`config.mk`:
```
export PLATFORM = sky130hd
export DESIGN_NAME = counter_updown_sched_flat
export DESIGN_NICKNAME = d
export VERILOG_FILES = /design/src/rtl/counter_updown_sched_if.sv /design/src/rtl/counter_updown_sched.sv /design/src/flat_wrapper.sv
export SDC_FILE = /design/constraint.sdc
export NUM_CORES = 1
export LEC_CHECK = 0
export CORE_AREA = 2 2 39 41
export CTS_CLUSTER_DIAMETER = 50
export DETAILED_ROUTE_END_ITERATION = 10
export DIE_AREA = 0 0 41 43
export DONT_BUFFER_PORTS = 1
export PLACE_DENSITY = 0.65
export RECOVER_POWER = 50
export SYNTH_ARGS = -nofsm -noshare
export SYNTH_HDL_FRONTEND = slang
export SYNTH_SLANG_ARGS = --single-unit
```
`constraint.sdc`:
```
create_clock -name clk -period 1.23 [get_ports clk]
set_input_delay 0.1845 -clock clk [delete_from_list [all_inputs] [get_ports clk]]
set_output_delay 0.1845 -clock clk [all_outputs]
set_load 0.1 [all_outputs]
```
`src/rtl/counter_updown_sched_if.sv`:
```
// Requester-side bundle for counter_updown_sched.
// Two independent requesters, each with a valid/ready handshake that carries a
// direction (1 = up, 0 = down) and a step count.
//   master : requester side (drives valid, dir, steps; receives ready)
//   slave  : scheduler side (receives valid, dir, steps; drives ready)
interface counter_updown_sched_if #(
  parameter int unsigned STEP_W = 3
);
  logic              req0_valid;
  logic              req0_dir;
  logic [STEP_W-1:0] req0_steps;
  logic              req0_ready;
  logic              req1_valid;
  logic              req1_dir;
  logic [STEP_W-1:0] req1_steps;
  logic              req1_ready;

  modport master (
    output req0_valid, req0_dir, req0_steps,
    output req1_valid, req1_dir, req1_steps,
    input  req0_ready, req1_ready
  );

  modport slave (
    input  req0_valid, req0_dir, req0_steps,
    input  req1_valid, req1_dir, req1_steps,
    output req0_ready, req1_ready
  );
endinterface

```
`src/rtl/counter_updown_sched.sv`:
```
// Round-robin scheduler driving a 2-bit up/down counter.
// Two requesters submit {dir, steps} commands; the winner's command is run one
// step per cycle, then a one-cycle DONE state signals completion.
//
// Ports:
//   clk      system clock, rising edge
//   reset    asynchronous reset, active low
//   req      requester handshakes (counter_updown_sched_if.slave)
//   cnt_en   counter step enable (high in RUN)
//   cnt_mode counter direction of the current/last command (1 = up)
//   dout     internal 2-bit count value
//   grant    requester index owning the current/last command
//   busy     command in progress (RUN or DONE)
//   done     one-cycle completion pulse
//   sat      step blocked by saturation this cycle
//
// Build option: define SATURATE_EN to make dout saturate at 3 (up) and 0 (down)
// instead of wrapping; a blocked step is still consumed and raises sat. Without
// it, dout wraps modulo 4 and sat is constant 0.
module counter_updown_sched #(
  parameter int unsigned STEP_W = 3
) (
  input  logic                          clk,
  input  logic                          reset,
  counter_updown_sched_if.slave         req,
  output logic                          cnt_en,
  output logic                          cnt_mode,
  output logic [1:0]                    dout,
  output logic                          grant,
  output logic                          busy,
  output logic                          done,
  output logic                          sat
);

  localparam logic [1:0] IDLE = 2'b00;
  localparam logic [1:0] RUN  = 2'b01;
  localparam logic [1:0] DONE = 2'b10;

  logic [1:0]        state_q, state_d;
  logic [STEP_W-1:0] rem_q, rem_d;
  logic [1:0]        dout_q, dout_d;
  logic              dir_q, dir_d;
  logic              grant_q, grant_d;
  logic              prio_q, prio_d;  // requester favoured on a tie

  logic              win;
  logic              hs;
  logic              blocked;
  logic [STEP_W-1:0] win_steps;
  logic              win_dir;

  // Arbitration: on a tie the favoured requester wins, otherwise whoever is valid.
  always_comb begin
    if (req.req0_valid && req.req1_valid) begin
      win = prio_q;
    end else begin
      win = req.req1_valid;
    end
  end

  // Ready is additionally gated by reset so nothing is offered while it is asserted.
  assign req.req0_ready = (state_q == IDLE) && reset && req.req0_valid && !win;
  assign req.req1_ready = (state_q == IDLE) && reset && req.req1_valid && win;
  assign hs             = req.req0_ready || req.req1_ready;

  assign win_steps = win ? req.req1_steps : req.req0_steps;
  assign win_dir   = win ? req.req1_dir   : req.req0_dir;

`ifdef SATURATE_EN
  assign blocked = dir_q ? (dout_q == 2'd3) : (dout_q == 2'd0);
`else
  assign blocked = 1'b0;
`endif

  always_comb begin
    state_d = state_q;
    rem_d   = rem_q;
    dout_d  = dout_q;
    dir_d   = dir_q;
    grant_d = grant_q;
    prio_d  = prio_q;
    case (state_q)
      IDLE: begin
        if (hs) begin
          dir_d   = win_dir;
          rem_d   = win_steps;
          grant_d = win;
          prio_d  = !win;
          state_d = (win_steps != '0) ? RUN : DONE;
        end
      end
      RUN: begin
        // 2-bit arithmetic wraps naturally (3->0 up, 0->3 down).
        if (!blocked) begin
          dout_d = dir_q ? (dout_q + 2'd1) : (dout_q - 2'd1);
        end
        rem_d = rem_q - STEP_W'(1);
        if (rem_q == STEP_W'(1)) begin
          state_d = DONE;
        end
      end
      DONE: begin
        state_d = IDLE;
      end
      default: begin
        state_d = IDLE;
      end
    endcase
  end

  always_ff @(posedge clk or negedge reset) begin
    if (!reset) begin
      state_q <= IDLE;
      rem_q   <= '0;
      dout_q  <= 2'b00;
      dir_q   <= 1'b0;
      grant_q <= 1'b0;
      prio_q  <= 1'b0;
    end else begin
      state_q <= state_d;
      rem_q   <= rem_d;
      dout_q  <= dout_d;
      dir_q   <= dir_d;
      grant_q <= grant_d;
      prio_q  <= prio_d;
    end
  end

  assign cnt_en   = (state_q == RUN);
  assign sat      = cnt_en && blocked;
  assign done     = (state_q == DONE);
  assign busy     = (state_q != IDLE);
  assign cnt_mode = dir_q;
  assign dout     = dout_q;
  assign grant    = grant_q;

endmodule

```
`src/flat_wrapper.sv`:
```
// flat-port wrapper written by rule: the top's interface ports become plain ports
module counter_updown_sched_flat 
#(
  parameter int unsigned STEP_W = 3
)
  (clk, reset, cnt_en, cnt_mode, dout, grant, busy, done, sat, req_req0_valid, req_req0_dir, req_req0_steps, req_req1_valid, req_req1_dir, req_req1_steps, req_req0_ready, req_req1_ready);
  counter_updown_sched_if #(.STEP_W(STEP_W)) req_i ();
  input  logic clk;
  input  logic reset;
  output logic cnt_en;
  output logic cnt_mode;
  output logic [1:0] dout;
  output logic grant;
  output logic busy;
  output logic done;
  output logic sat;
  input wire logic [$bits(req_i.req0_valid)-1:0] req_req0_valid;
  input wire logic [$bits(req_i.req0_dir)-1:0] req_req0_dir;
  input wire logic [$bits(req_i.req0_steps)-1:0] req_req0_steps;
  input wire logic [$bits(req_i.req1_valid)-1:0] req_req1_valid;
  input wire logic [$bits(req_i.req1_dir)-1:0] req_req1_dir;
  input wire logic [$bits(req_i.req1_steps)-1:0] req_req1_steps;
  output wire logic [$bits(req_i.req0_ready)-1:0] req_req0_ready;
  output wire logic [$bits(req_i.req1_ready)-1:0] req_req1_ready;
  assign req_i.req0_valid = req_req0_valid;
  assign req_i.req0_dir = req_req0_dir;
  assign req_i.req0_steps = req_req0_steps;
  assign req_i.req1_valid = req_req1_valid;
  assign req_i.req1_dir = req_req1_dir;
  assign req_i.req1_steps = req_req1_steps;
  assign req_req0_ready = req_i.req0_ready;
  assign req_req1_ready = req_i.req1_ready;
  counter_updown_sched #(.STEP_W(STEP_W)) u_core (.clk(clk), .reset(reset), .req(req_i), .cnt_en(cnt_en), .cnt_mode(cnt_mode), .dout(dout), .grant(grant), .busy(busy), .done(done), .sat(sat));
endmodule
```
* Word level (Yosys, flattened, before mapping)
Cells that the tools add are included.
Cells by class: add/sub/neg operators 3, reduce and logical (&&, ||, !) cells 15, eq/ne operators 5, muxes and demuxes 10
Operators with widths (number):
- 2-to-1 mux 2 bit | 4
- logical AND 1 bit | 6
- 2-to-1 mux 3 bit | 2
- one-hot mux 3 bit (2 select lines) | 1
- AND reduction 2 bit | 3
- != test 2 x 1 -> 1 bit, second input constant | 2
- one-hot mux 2 bit (2 select lines) | 1
- nonzero test 2 bit | 2
- equality test 3 x 1 -> 1 bit, second input constant | 1
- nonzero test 3 bit | 1
- subtractor 3 x 1 -> 3 bit, second input constant | 1
- adder 2 x 1 -> 2 bit, second input constant | 1
- equality test 2 x 1 -> 1 bit, second input constant | 1
- equality test 2 bit, second input constant | 1
- logical NOT 2 bit | 1
- 2-to-1 mux 1 bit | 2
- subtractor 2 x 1 -> 2 bit, second input constant | 1
- logical NOT 1 bit | 1
- logical OR 1 bit | 1
Word-level totals: register bits after elaboration 10, output and inout port bits 10, input bits 12, word-level logic and storage cells 39

* Depth between registers and ports, before layout
depth in word-level cells 7, depth in mapped cells 6, depth with buffers taken out 6

* Least setup slack after synthesis
OpenSTA, ideal clock, no wires.
path kind register to register, start register u_core.state_q[0], end register u_core.grant_q, in the netlist u_core.grant, setup slack -0.952 ns, setup time 0.072 ns, path buffers 1, data required time 1.158 ns, arrival time 2.110 ns, period minus slack after synthesis 2.182 ns, stages on the path, launching flop included 6, cells stage by stage dfrtp_1 buf_4 nor2_1 nand2_1 nor2_1 a21o_1
Between the ends: cells in the longest elaborated chain, start to end 6, elaborated cells between the ends (all ways) 8, those cells by class reduce/logical (8)
RTL lines:
- start, declared | RTL line counter_updown_sched.sv:39 | logic [1:0] state_q, state_d;
- start signal, assigned | RTL line counter_updown_sched.sv:120 | state_q <= state_d;
- logical NOT 2 bit | RTL line counter_updown_sched.sv:63 | assign req.req1_ready = (state_q == IDLE) && reset && req.req1_valid && win;
- logical AND 1 bit (3 in series) | RTL line counter_updown_sched.sv:63
- via req_req1_ready | RTL line flat_wrapper.sv:24 | output wire logic [$bits(req_i.req1_ready)-1:0] req_req1_ready;
- logical OR 1 bit | RTL line counter_updown_sched.sv:64 | assign hs = req.req0_ready || req.req1_ready;
- AND reduction 2 bit (no source line)
- end signal, assigned | RTL line counter_updown_sched.sv:124 | grant_q <= grant_d;
- end, declared | RTL line counter_updown_sched.sv:43 | logic grant_q, grant_d;
The timed path passes the listed nets, and every way through them passes these cells. A chain may end at the register's enable or synchronous reset.

* Final worst setup path
start register u_core.state_q[1], end output req_req0_ready
Between the ends: cells in the longest elaborated chain, start to end 4
RTL lines:
- logical NOT 2 bit | RTL line counter_updown_sched.sv:62 | assign req.req0_ready = (state_q == IDLE) && reset && req.req0_valid && !win;
- logical AND 1 bit (3 in series) | RTL line counter_updown_sched.sv:62
- end, declared | RTL line flat_wrapper.sv:23 | output wire logic [$bits(req_i.req0_ready)-1:0] req_req0_ready;
No other way between the ends.

==> run_results.csv <==
group,metric,value,unit
run_status,status,"finished, violations left",
run_status,violations,"setup timing",
layout,drive_gt1_frac,0.630,
sta,drv_slew,0,
place,port_buffers,0,
cts,htree_levels,1,
sta,min_period_over_period,1.24,
detailed_routing,post_drt_via_cell_ratio,5.32,
synth,ys_seq_elements,10,
detailed_routing,drt_iter0_drc,6,
place,dp_slack,-0.0709,ns
synth,ys_seq_area_frac,0.400,
floorplanning,io_pins,22,
setup_path,worstReg2RegStart,"u_core.state_q[0]",
setup_path,crit_path_start_kind,"register",
detailed_routing,via_count,575,
synth,ys_warn_count,0,
setup_path,crit_required,1.05,ns
detailed_routing,routed_wl,1760,um
sta,fin_hold_ws,0.0938,ns
synth,synth_largest_area_cell,"dfrtp_1",
cts,cts_root_buf,"clkbuf_4",
synth,synthCells,65,
min_path,hold_class,"in -> reg",
layout,diodes,0,
sta,slew_headroom,0.666,
global_routing,grt_first_pass_wirelength,2570,um
run,drv_cap,0,
floorplanning,core_area,1380,um^2
sta,fin_crit,1.52,ns
global_routing,grt_pass1_vias,623,
sta,fin_ws,-0.291,ns
global_routing,antenna_found_initial,0,
synth,synth_area,626,um^2
layout,final_util,0.773,
setup_path,crit_family,"flip-flops",
cts,cts_tree,"built",
layout,final_cell_mix,"13 x buf_4, 6 x dfrtp_1, 5 x buf_12, 5 x buf_6",
min_path,min_from,"req_req1_steps[1]",
global_routing,groute.usage.overall,0.227,
setup_path,crit_arrival,1.34,ns
sta,fmax,657,MHz
setup_path,path_class,"reg -> out",
cts,cts.sinks,10,
floorplanning,dieArea,1760,um^2
cts,clock_latency,0.28,ns
layout,final_common_cell,"buf_4",
sta,hold_violations,0,
place,hpwl,1080,um
setup_path,end_kind,"output pin",
cts,clk_pin_slew,0.07,ns
floorplanning,die_x,41,um
synth,syn_area_per_cell,9.62,um^2
layout,finalNetCount,107,
setup_path,cpPeakStageDelay,0.45,ns
floorplanning,die_h,43,um
setup_path,crit_buf_inv,1,
sta,finalSetupViolCount,10,
detailed_routing,drc,0,
sta,rsz0062_at_grt,"true",
cts,cts_buffer_depth,2,
cts,cts_buffers,3,
synth,netlist.area_leader.share,0.400,
sta,skew,0.00316,ns
floorplanning,floorplan.rows,14,
place,gp_congestion,0.827,
detailed_routing,antenna_left,0,
detailed_routing,dr.pass1.iters,3,
synth,synthesis.nets,79,
global_routing,grt_max_degree,11,
synth,synth_cell_type_count,29,
setup_path,path_max_fanout,3,
synth,ys_top_cells_by_area,"dfrtp_1 40%, mux2i_1 4.8%, ha_1 4.0%",
global_routing,overflow,0,
layout,syn2layout_area_growth,71.0,%
floorplanning,start_util,0.452,
setup_path,crit_chain,"nor3b_4 -> and3_4 -> buf_12",
setup_path,startpoint,"u_core.state_q[1]",
sta,tightest_slew,0.499,ns
setup_path,crit_slowest_cell,"dfrtp_2",
detailed_routing,routedWlPerCell,16.3,um
routing by layer:
| metal | vias to the layer above | wire (um) | track usage |
|---|---|---|---|
| li1 | 278 | - | - |
| met1 | 274 | 700 | 0.278 |
| met2 | 19 | 953 | 0.353 |
| met3 | 4 | 73 | 0.0628 |
| met4 | 0 | 31 | 0.100 |
| met5 | - | 0 | 0 |
synthesized netlist by cell type:
| master | instances |
|---|---|
| a21o_1 | 1 |
| a21oi_1 | 4 |
| a221oi_1 | 1 |
| a31oi_1 | 2 |
| and3_1 | 2 |
| and3_2 | 1 |
| buf_4 | 2 |
| conb_1 | 1 |
| dfrtp_1 | 10 |
| ha_1 | 2 |
| inv_1 | 5 |
| mux2_4 | 1 |
| mux2i_1 | 3 |
| nand2_1 | 5 |
| nand2_4 | 1 |
| nand2b_4 | 1 |
| nand3b_1 | 2 |
| nor2_1 | 3 |
| nor2b_1 | 2 |
| nor2b_2 | 1 |
| nor3_1 | 3 |
| nor3b_1 | 1 |
| nor3b_4 | 1 |
| o21a_1 | 1 |
| o21ai_0 | 4 |
| o22ai_1 | 1 |
| or2_1 | 1 |
| xnor2_1 | 2 |
| xor2_1 | 1 |
state kept, by name, summed over array words and instances, names as in the netlist:
| signal | flops |
|---|---|
| u_core.cnt_mode | 1 |
| u_core.dout | 2 |
| u_core.grant | 1 |
| u_core.prio_q | 1 |
| u_core.rem_q | 3 |
| u_core.state_q | 2 |
cell families (layout without fill, tap and decap cells):
family | count (synthesis) | count (layout) | synth area share
adder cells (fa/ha/maj) | 2 | 2 | 0.0400
buffers and inverters | 7 | 34 | 0.0540
AND/OR/NAND/NOR | 24 | 24 | 0.254
AO/OA/AOI/OAI | 14 | 14 | 0.132
XOR/XNOR | 3 | 3 | 0.0420
multiplexers | 4 | 4 | 0.0720
flip-flops | 10 | 10 | 0.400
other | 1 | 1 | 0.00599
final cells by class:
type	count	area, um^2
fillers	84	314
well taps	16	20.0
repair buffers	25	274
inverters	5	21.3
clock buffers	4	36.3
multi-input cells	48	463
flip-flops and latches	10	255
per-stage QoR:
step | cells | setup TNS [ns] | cell area, um^2
after floorplan | 65 | -1.45 | 663
after global placement | 95 | -0.0435 | 847
after detailed placement | 95 | -0.0953 | 847
after CTS | 105 | -0.995 | 970
after global routing | 108 | -1.75 | 1070
final | 108 | -1.22 | 1070
path summary, 6_finish.rpt:
check	cells past startpoint	endpoint	slack, ns
max	3	req_req0_ready	-0.29
min	2	u_core.rem_q[1]	0.09
max reg2reg	6	u_core.state_q[1]	-0.11
min reg2reg	1	u_core.dout[1]	0.46
max in group asynchronous	1	u_core.state_q[1]	0.56
min in group asynchronous	1	u_core.dout[1]	0.30
what timing repair did:
| action | CTS | global route |
|---|---|---|
| hold endpoints to repair | 11 | 0 |
| pin swaps | 4 | 7 |
| gates resized for setup | 12 | 20 |
| hold buffers | 2 | 0 |
| setup endpoints to repair | 8 | 14 |
| setup buffers | 5 | 3 |
Power is left out: the tool's default activity adds up to more than one toggle a clock period on the data nets, which glitch-free logic cannot reach.
